**config.mk**
```make
export PLATFORM = sky130hd
export DESIGN_NAME = uart_dbg_bridge
export DESIGN_NICKNAME = d
export VERILOG_FILES = /design/src/rtl/uart_dbg_bridge.sv
export SDC_FILE = /design/constraint.sdc
export NUM_CORES = 1
export LEC_CHECK = 0
export BUFFER_PORTS_ARGS = -buffer_cell sky130_fd_sc_hd__buf_2
export CAP_MARGIN = 25
export CORE_ASPECT_RATIO = 0.6
export CORE_MARGIN = 1
export CORE_UTILIZATION = 50
export CTS_BUF_LIST = sky130_fd_sc_hd__clkbuf_4 sky130_fd_sc_hd__clkbuf_8
export DETAILED_ROUTE_END_ITERATION = 8
export GPL_TIMING_DRIVEN = 0
export PLACE_DENSITY = 0.72
export SETUP_SLACK_MARGIN = 0.4
export SYNTH_ARGS = -nofsm -noshare
export SYNTH_HDL_FRONTEND = slang
export SYNTH_SLANG_ARGS = --single-unit
```
**constraint.sdc**
```tcl
create_clock -name clk_i -period 3 [get_ports clk_i]
set_input_delay 0.45 -clock clk_i [delete_from_list [all_inputs] [get_ports clk_i]]
set_output_delay 0.45 -clock clk_i [all_outputs]
set_load 0.02 [all_outputs]
```
**src/rtl/uart_dbg_bridge.sv**
```systemverilog
// uart_dbg_bridge: UART-to-bus debug initiator.
//   A host PC sends 8N1 command frames on pad_rxd. Each command becomes one
//   single-word read or write on the peripheral data bus. Replies go out on
//   pad_txd.
//   Command format:
//     'W' (0x57) + addr[4, LE] + data[4, LE] -> one write, replies ACK 0x06
//     'R' (0x52) + addr[4, LE]               -> one read, replies 4 bytes LE
//     any other opcode                       -> replies NAK 0x15
// Ports:
//   clk_i      system clock
//   rst_n_i    synchronous active-low reset
//   pad_rxd    UART receive line (idle high, asynchronous to clk_i)
//   pad_txd    UART transmit line (idle high)
//   addr_o     bus address (holds its value between commands)
//   data_o     bus write data (holds its value between commands)
//   data_rd_o  one-cycle read strobe; data_i is sampled the following cycle
//   data_we_o  one-cycle write strobe
//   data_i     bus read data
//   busy_o     high from the end of the opcode byte until the response is sent
// Optional feature macro: UART_DBG_TIMEOUT_EN
//   When defined, a partial command is abandoned with a NAK if no byte
//   arrives for 16 frame times (160*CLK_DIV cycles).
// The command format carries four address and four data bytes, so
// DATA_BUS_WIDTH is expected to be 32.

`ifndef DATA_BUS_WIDTH
`define DATA_BUS_WIDTH 32
`endif
`ifndef CPU_FREQ_HZ
`define CPU_FREQ_HZ 50000000
`endif

module uart_dbg_bridge #(
  parameter int CLK_DIV = `CPU_FREQ_HZ / 115200
) (
  input  logic                       clk_i,
  input  logic                       rst_n_i,
  input  logic                       pad_rxd,
  output logic                       pad_txd,
  output logic [`DATA_BUS_WIDTH-1:0] addr_o,
  output logic [`DATA_BUS_WIDTH-1:0] data_o,
  output logic                       data_rd_o,
  output logic                       data_we_o,
  input  logic [`DATA_BUS_WIDTH-1:0] data_i,
  output logic                       busy_o
);

  localparam int            CW        = (CLK_DIV > 1) ? $clog2(CLK_DIV) : 1;
  localparam logic [CW-1:0] DIV_LAST  = CW'(CLK_DIV - 1);
  localparam logic [CW-1:0] HALF_LAST = CW'(CLK_DIV / 2 - 1);
  localparam logic [7:0]    OP_RD     = 8'h52;
  localparam logic [7:0]    OP_WR     = 8'h57;
  localparam logic [7:0]    CH_ACK    = 8'h06;
  localparam logic [7:0]    CH_NAK    = 8'h15;

  typedef enum logic [1:0] {RX_IDLE, RX_START, RX_DATA, RX_STOP} rx_state_e;
  typedef enum logic [2:0] {P_CMD, P_ADDR, P_DATA, P_BUS, P_RESP} p_state_e;

  // ---------------- RX front end ----------------
  logic          rxd_meta_q, rxd_sync_q, rxd_prev_q;
  rx_state_e     rx_state_q, rx_state_d;
  logic [CW-1:0] rx_cnt_q, rx_cnt_d;
  logic [2:0]    rx_bit_q, rx_bit_d;
  logic [7:0]    rx_shift_q, rx_shift_d;
  logic          rx_valid;

  // The byte is accepted at the middle of the stop bit; a low stop bit is
  // a framing error and simply produces no rx_valid.
  assign rx_valid = (rx_state_q == RX_STOP) && (rx_cnt_q == DIV_LAST) && rxd_sync_q;

  // Start detection needs a high-to-low transition so a line stuck low after
  // a framing error does not retrigger. The start bit is re-checked at its
  // midpoint to reject glitches, then every later sample lands mid-bit.
  always_comb begin
    rx_state_d = rx_state_q;
    rx_cnt_d   = rx_cnt_q + 1'b1;
    rx_bit_d   = rx_bit_q;
    rx_shift_d = rx_shift_q;
    case (rx_state_q)
      RX_IDLE: begin
        rx_cnt_d = '0;
        if (rxd_prev_q && !rxd_sync_q) rx_state_d = RX_START;
      end
      RX_START: begin
        if (rx_cnt_q == HALF_LAST) begin
          rx_cnt_d   = '0;
          rx_bit_d   = '0;
          rx_state_d = rxd_sync_q ? RX_IDLE : RX_DATA;
        end
      end
      RX_DATA: begin
        if (rx_cnt_q == DIV_LAST) begin
          rx_cnt_d   = '0;
          rx_shift_d = {rxd_sync_q, rx_shift_q[7:1]};
          rx_bit_d   = rx_bit_q + 1'b1;
          if (rx_bit_q == 3'd7) rx_state_d = RX_STOP;
        end
      end
      RX_STOP: begin
        if (rx_cnt_q == DIV_LAST) begin
          rx_cnt_d   = '0;
          rx_state_d = RX_IDLE;
        end
      end
      default: rx_state_d = RX_IDLE;
    endcase
  end

  // The synchronizer resets to the idle level so reset release is not
  // mistaken for a start bit.
  always_ff @(posedge clk_i) begin
    if (!rst_n_i) begin
      rxd_meta_q <= 1'b1;
      rxd_sync_q <= 1'b1;
      rxd_prev_q <= 1'b1;
      rx_state_q <= RX_IDLE;
      rx_cnt_q   <= '0;
      rx_bit_q   <= '0;
      rx_shift_q <= '0;
    end else begin
      rxd_meta_q <= pad_rxd;
      rxd_sync_q <= rxd_meta_q;
      rxd_prev_q <= rxd_sync_q;
      rx_state_q <= rx_state_d;
      rx_cnt_q   <= rx_cnt_d;
      rx_bit_q   <= rx_bit_d;
      rx_shift_q <= rx_shift_d;
    end
  end

  // ---------------- TX back end ----------------
  logic          tx_busy_q, tx_busy_d;
  logic [CW-1:0] tx_cnt_q, tx_cnt_d;
  logic [3:0]    tx_bit_q, tx_bit_d;
  logic [9:0]    tx_shift_q, tx_shift_d;
  logic          tx_last, tx_ready, tx_start;
  logic [7:0]    tx_byte;

  // TX counts as idle during the final cycle of a stop bit. A new byte
  // loaded then starts with no gap, which makes multi-byte replies
  // back-to-back.
  assign tx_last  = tx_busy_q && (tx_bit_q == 4'd9) && (tx_cnt_q == DIV_LAST);
  assign tx_ready = !tx_busy_q || tx_last;
  assign pad_txd  = tx_shift_q[0];

  // The shifter back-fills with ones, so the line is high whenever TX is idle.
  always_comb begin
    tx_busy_d  = tx_busy_q;
    tx_cnt_d   = tx_cnt_q;
    tx_bit_d   = tx_bit_q;
    tx_shift_d = tx_shift_q;
    if (tx_start && tx_ready) begin
      tx_busy_d  = 1'b1;
      tx_cnt_d   = '0;
      tx_bit_d   = '0;
      tx_shift_d = {1'b1, tx_byte, 1'b0};
    end else if (tx_busy_q) begin
      if (tx_cnt_q == DIV_LAST) begin
        tx_cnt_d = '0;
        if (tx_bit_q == 4'd9) begin
          tx_busy_d = 1'b0;
        end else begin
          tx_bit_d   = tx_bit_q + 1'b1;
          tx_shift_d = {1'b1, tx_shift_q[9:1]};
        end
      end else begin
        tx_cnt_d = tx_cnt_q + 1'b1;
      end
    end
  end

  // Reset forces the shifter to all ones, which cuts off any frame in flight
  // with the line held high.
  always_ff @(posedge clk_i) begin
    if (!rst_n_i) begin
      tx_busy_q  <= 1'b0;
      tx_cnt_q   <= '0;
      tx_bit_q   <= '0;
      tx_shift_q <= '1;
    end else begin
      tx_busy_q  <= tx_busy_d;
      tx_cnt_q   <= tx_cnt_d;
      tx_bit_q   <= tx_bit_d;
      tx_shift_q <= tx_shift_d;
    end
  end

  // ---------------- Parser ----------------
  p_state_e    p_state_q, p_state_d;
  logic        is_wr_q, is_wr_d;
  logic [1:0]  byte_cnt_q, byte_cnt_d;
  logic [31:0] addr_q, addr_d, data_q, data_d, rdata_q, rdata_d;
  logic        bus_ph_q, bus_ph_d;
  logic [2:0]  resp_cnt_q, resp_cnt_d;
  logic [2:0]  resp_total;
  logic        timeout;

  assign resp_total = is_wr_q ? 3'd1 : 3'd4;
  assign addr_o     = addr_q;
  assign data_o     = data_q;

`ifdef UART_DBG_TIMEOUT_EN
  localparam int            TO_CYCLES = 160 * CLK_DIV;
  localparam int            TW        = $clog2(TO_CYCLES);
  localparam logic [TW-1:0] TO_LAST   = TW'(TO_CYCLES - 1);
  logic [TW-1:0] timer_q, timer_d;

  // The inter-byte timer only runs while a command is being collected and
  // restarts on every received byte.
  always_comb begin
    timer_d = '0;
    if ((p_state_q == P_ADDR || p_state_q == P_DATA) && !rx_valid)
      timer_d = timer_q + 1'b1;
  end

  always_ff @(posedge clk_i) begin
    if (!rst_n_i) timer_q <= '0;
    else          timer_q <= timer_d;
  end

  assign timeout = (p_state_q == P_ADDR || p_state_q == P_DATA) &&
                   !rx_valid && (timer_q == TO_LAST);
`else
  assign timeout = 1'b0;
`endif

  // Parser state register together with its datapath registers.
  always_ff @(posedge clk_i) begin
    if (!rst_n_i) begin
      p_state_q  <= P_CMD;
      is_wr_q    <= 1'b0;
      byte_cnt_q <= '0;
      addr_q     <= '0;
      data_q     <= '0;
      rdata_q    <= '0;
      bus_ph_q   <= 1'b0;
      resp_cnt_q <= '0;
    end else begin
      p_state_q  <= p_state_d;
      is_wr_q    <= is_wr_d;
      byte_cnt_q <= byte_cnt_d;
      addr_q     <= addr_d;
      data_q     <= data_d;
      rdata_q    <= rdata_d;
      bus_ph_q   <= bus_ph_d;
      resp_cnt_q <= resp_cnt_d;
    end
  end

  // Next-state logic. Address and data bytes shift in from the top, so
  // after four bytes the first one received sits in the low byte
  // (little-endian). Bytes that arrive during P_BUS and P_RESP are ignored.
  always_comb begin
    p_state_d  = p_state_q;
    is_wr_d    = is_wr_q;
    byte_cnt_d = byte_cnt_q;
    addr_d     = addr_q;
    data_d     = data_q;
    rdata_d    = rdata_q;
    bus_ph_d   = bus_ph_q;
    resp_cnt_d = resp_cnt_q;
    case (p_state_q)
      P_CMD: begin
        if (rx_valid && (rx_shift_q == OP_RD || rx_shift_q == OP_WR)) begin
          is_wr_d    = (rx_shift_q == OP_WR);
          byte_cnt_d = '0;
          p_state_d  = P_ADDR;
        end
      end
      P_ADDR: begin
        if (timeout) begin
          p_state_d = P_CMD;
        end else if (rx_valid) begin
          addr_d     = {rx_shift_q, addr_q[31:8]};
          byte_cnt_d = byte_cnt_q + 1'b1;
          if (byte_cnt_q == 2'd3) begin
            bus_ph_d  = 1'b0;
            p_state_d = is_wr_q ? P_DATA : P_BUS;
          end
        end
      end
      P_DATA: begin
        if (timeout) begin
          p_state_d = P_CMD;
        end else if (rx_valid) begin
          data_d     = {rx_shift_q, data_q[31:8]};
          byte_cnt_d = byte_cnt_q + 1'b1;
          if (byte_cnt_q == 2'd3) begin
            bus_ph_d  = 1'b0;
            p_state_d = P_BUS;
          end
        end
      end
      P_BUS: begin
        // A read needs a second cycle to capture data_i behind the strobe.
        resp_cnt_d = '0;
        if (is_wr_q) begin
          p_state_d = P_RESP;
        end else if (!bus_ph_q) begin
          bus_ph_d = 1'b1;
        end else begin
          rdata_d   = data_i;
          p_state_d = P_RESP;
        end
      end
      P_RESP: begin
        // Once every reply byte has been handed to TX, the end of the last
        // stop bit returns the parser to P_CMD.
        if (tx_start && tx_ready)
          resp_cnt_d = resp_cnt_q + 1'b1;
        else if (resp_cnt_q == resp_total && tx_last)
          p_state_d = P_CMD;
      end
      default: p_state_d = P_CMD;
    endcase
  end

  // Output logic. A NAK is only sent if TX can take it at that moment. If a
  // host floods bad opcodes faster than NAKs can drain, the extra NAKs are
  // dropped rather than queued.
  always_comb begin
    data_we_o = (p_state_q == P_BUS) && is_wr_q;
    data_rd_o = (p_state_q == P_BUS) && !is_wr_q && !bus_ph_q;
    busy_o    = (p_state_q != P_CMD);
    tx_start  = 1'b0;
    tx_byte   = CH_NAK;
    case (p_state_q)
      P_CMD:          tx_start = rx_valid && (rx_shift_q != OP_RD) && (rx_shift_q != OP_WR);
      P_ADDR, P_DATA: tx_start = timeout;
      P_RESP: begin
        tx_start = (resp_cnt_q < resp_total);
        if (is_wr_q) begin
          tx_byte = CH_ACK;
        end else begin
          case (resp_cnt_q[1:0])
            2'd0:    tx_byte = rdata_q[7:0];
            2'd1:    tx_byte = rdata_q[15:8];
            2'd2:    tx_byte = rdata_q[23:16];
            default: tx_byte = rdata_q[31:24];
          endcase
        end
      end
      default: tx_start = 1'b0;
    endcase
  end

endmodule

```
==> impl_metrics.yaml <==
power:
  netSwitchingFraction_pct: 24.66
  p_leak_nw: 2.840
  p_clk_share_pct: 40.5
  seqPwrFrac_pct: 53.8
  internal_power_mw: 2.879
  power_density_nw_per_um2: 510.7
  p_comb_share_pct: 5.7
  switching_power_mw: 0.9427
  vdd_drop_max_mv: 0.2789
floorplanning:
  core_area_sq_um: 12260
  io_pins: 103
  die_w_um: 147.9
  dieArea_sq_um: 13240
  floorplan.initialDensity_pct: 52.07
  rows: 31
  die_y_um: 89.52
synth:
  synth_xor_area_share_pct: 2.470
  async_flop_share_pct: 0
  synth_compound_area_share_pct: 16.21
  avgSynthCellArea_sq_um: 8.099
  synth_cell_types: 61
  ys_dominant_reg_cell: "dfxtp_1"
  syn_inst: 788
  yosys_warnings: 0
  synth_edf_count: 0
  muxShareOfSynthArea_pct: 1.451
  synth.top_cells.by_area: "dfxtp_1, nand2_1, a21oi_1"
  synth_nets: 840
  synth_top_area_cell: "dfxtp_1"
  synth-seq-cells: 154
  synth_top_family_by_area: "simple AND/OR/NAND/NOR gates"
  synthSimpleGateAreaFrac_pct: 24.09
  synth.top_cell.area_share_pct: 48.30
  synth-seq-area-share_pct: 48.30
  synth_fa_ha_area_share_pct: 3.333
  syn_area_sq_um: 6382
place:
  dp_slack_ps: 607.2
  place.gp.congestion: 0.8666
  io_buffers: 101
  dp_hpwl_um: 11310
sta:
  tightest_slew_ps: 662.0
  rsz0062_at_grt: "no"
  finClkSkew_ps: 12.71
  slew_headroom_pct: 55.71
  finalHoldViolCount: 0
  min_period_ps: 2460
  slew_viol_final: 0
  timing.fmax_mhz: 406.5
  setup_viol: 0
  tns_ps: 0
  setup_ws_ps: 540.2
  post-route-period-util_pct: 81.99
cts:
  numClockSinks: 154
  clockBufferDepth: 2
  clkSlewWorstSetupHoldPaths_ps: 80
  worstSkewPairLatency_ps: 440
  cts_resized: 0
  h-tree-depth: 4
  cts_buffers: 17
  postCtsSetupBuffers: 0
  ctsHoldBuffers: 0
  cts_tree: "built"
  cts_root_buffer: "clkbuf_8"
worst_hold_path:
  hp-class: "input pin to flop"
worst_setup_path:
  crit_chain: "buf_2 > nand3b_1 > nor3_1 > buf_2"
  cp_max_fo: 10
  end_kind: "primary output"
  crit_required_ps: 2550
  critical-path-slowest-cell: "nor3_1"
  crit_type: "flop to primary output"
  crit_arrival_ps: 2010
  cpPeakStageDelay_ps: 500
  crit_path_frequent_cell: "buf_2"
  startpoint_type: "flop"
detailed_routing:
  wl_per_cell_um: 14.16
  route.vias.total: 5744
  firstDrtPassIters: 5
  via_per_inst: 5.289
  routed_wl_um: 15380
  drtIter0Drc: 424
  ant_nets: 0
  route.detailed.drc: 0
final_layout:
  antenna_cells: 0
  fillers: 1145
  layout_commonest_cell: "nand2_1"
  final_nets: 960
  area_growth_pct: 17.25
  final_cell_mix: "nand2_1, dfxtp_1, buf_2, a21oi_1, nor2_1"
  drive_gt1_share_pct: 17.26
run:
  cap_violations: 0
run_status:
  status: "complete, no violations"
grt:
  antenna_found_initial: 0
  grt_max_degree: 17
  grt_usage_pct: 23.52
  gr-total-overflow: 0
  grt_pass1_wl_um: 24470
  grt_pass1_vias: 4829
## logic make-up after synthesis
group / after synthesis
AND/OR/NAND/NOR: 354
AO/OA/AOI/OAI: 173
flip-flops: 154
buffers and inverters: 63
XOR/XNOR: 18
adder cells (fa/ha/maj): 17
multiplexers: 9
## power groups by stage
| stage | Combinational [mW] | Clock (mW) | Sequential (mW) |
|---|---|---|---|
| 3_3_place_gp | 0.214 | 0 | 2.10 |
| 6_report | 0.219 | 1.55 | 2.06 |
| 4_1_cts | 0.217 | 1.57 | 2.06 |
| 2_1_floorplan | 0.151 | 0 | 2.10 |
| 3_5_place_dp | 0.217 | 0 | 2.10 |
| 5_1_grt | 0.237 | 1.66 | 2.06 |
## worst paths after layout
path	start	end	slack, ps	cells past startpoint
setup / recovery	p_state_q[1]$_SDFFE_PN0P_	data_rd_o	540	4
hold / removal	pad_rxd	rxd_meta_q$_SDFF_PN1_	230	2
hold reg to reg	rxd_meta_q$_SDFF_PN1_	rxd_sync_q$_SDFF_PN1_	410	1
setup reg to reg	rx_cnt_q[1]$_SDFF_PN0_	addr_o[27]$_SDFFE_PN0P_	750	9
## metal layers
layer / routed length (um) / vias up / track usage (%)
met3: 1087 / 18 / 4.337
met2: 5971 / 188 / 32.85
met4: 142 / 0 / 7.029
li1: - / 2908 / -
met1: 8175 / 2630 / 36.07
met5: 0 / - / 0
## registers in the layout, indices dropped and copies added, names as in the netlist, 3 cells and up, named ones only
name and cells:
rx_cnt_q 9, p_state_q 3, tx_cnt_q 9, resp_cnt_q 3
rx_shift_q 8, tx_shift_q 9, tx_bit_q 4, addr_o 32
rx_bit_q 3, rdata_q 32, data_o 32
## through the flow
stage                     std cells  hold slack, ps  utilization (%)  cell area [sq um]  total power [mW]
after floorplan                 788           386.3                -               6382             2.255
after detailed placement       1054           397.3            57.88               7094             2.321
after CTS                      1086           219.1            61.06               7483             3.841
after global placement         1054           389.8            57.88               7094             2.319
after global routing           1086           219.2            61.06               7483             3.951
final                          1086           234.6            61.06               7483             3.822
## cell usage after synthesis, types with 2 or more instances
cell	number
nand4_1	6
a222oi_1	8
o31ai_1	3
and4bb_2	2
o221ai_1	2
a41oi_1	3
o21ai_1	3
o31a_1	2
a211oi_1	2
a22oi_1	5
inv_1	14
nor2_1	50
nand4b_1	2
nand3_1	10
nor3b_1	2
buf_2	13
mux2i_1	7
a221o_1	2
and3_1	7
o211ai_1	2
or3_1	3
nor3_1	9
a21oi_1	114
dfxtp_1	154
a221oi_1	2
o21a_1	6
xnor2_1	13
xor2_1	5
nand2b_1	6
clkbuf_1	30
buf_1	4
or4_1	2
nand3b_1	3
ha_1	17
and2_1	3
o21ai_0	9
nand2_1	239
## area by class of cell
class / instances / area, sq um / area share (%)
inverters: 14 / 52.55 / 0.7022
clock inverters: 14 / 147.6 / 1.973
flip-flops and latches: 154 / 3083 / 41.20
repair buffers: 101 / 505.5 / 6.755
multi-input cells: 571 / 3035 / 40.56
plain buffers: 49 / 211.5 / 2.826
well taps: 165 / 206.4 / 2.759
clock buffers: 18 / 241.5 / 3.227
## critical path, delay by kind of cell (launching register included)
kind,cells,cell delay (ps)
DFF,1,360
and+or+nand+nor,2,700
buffers and inverters,2,520
Power figures use the tool's default switching activity.
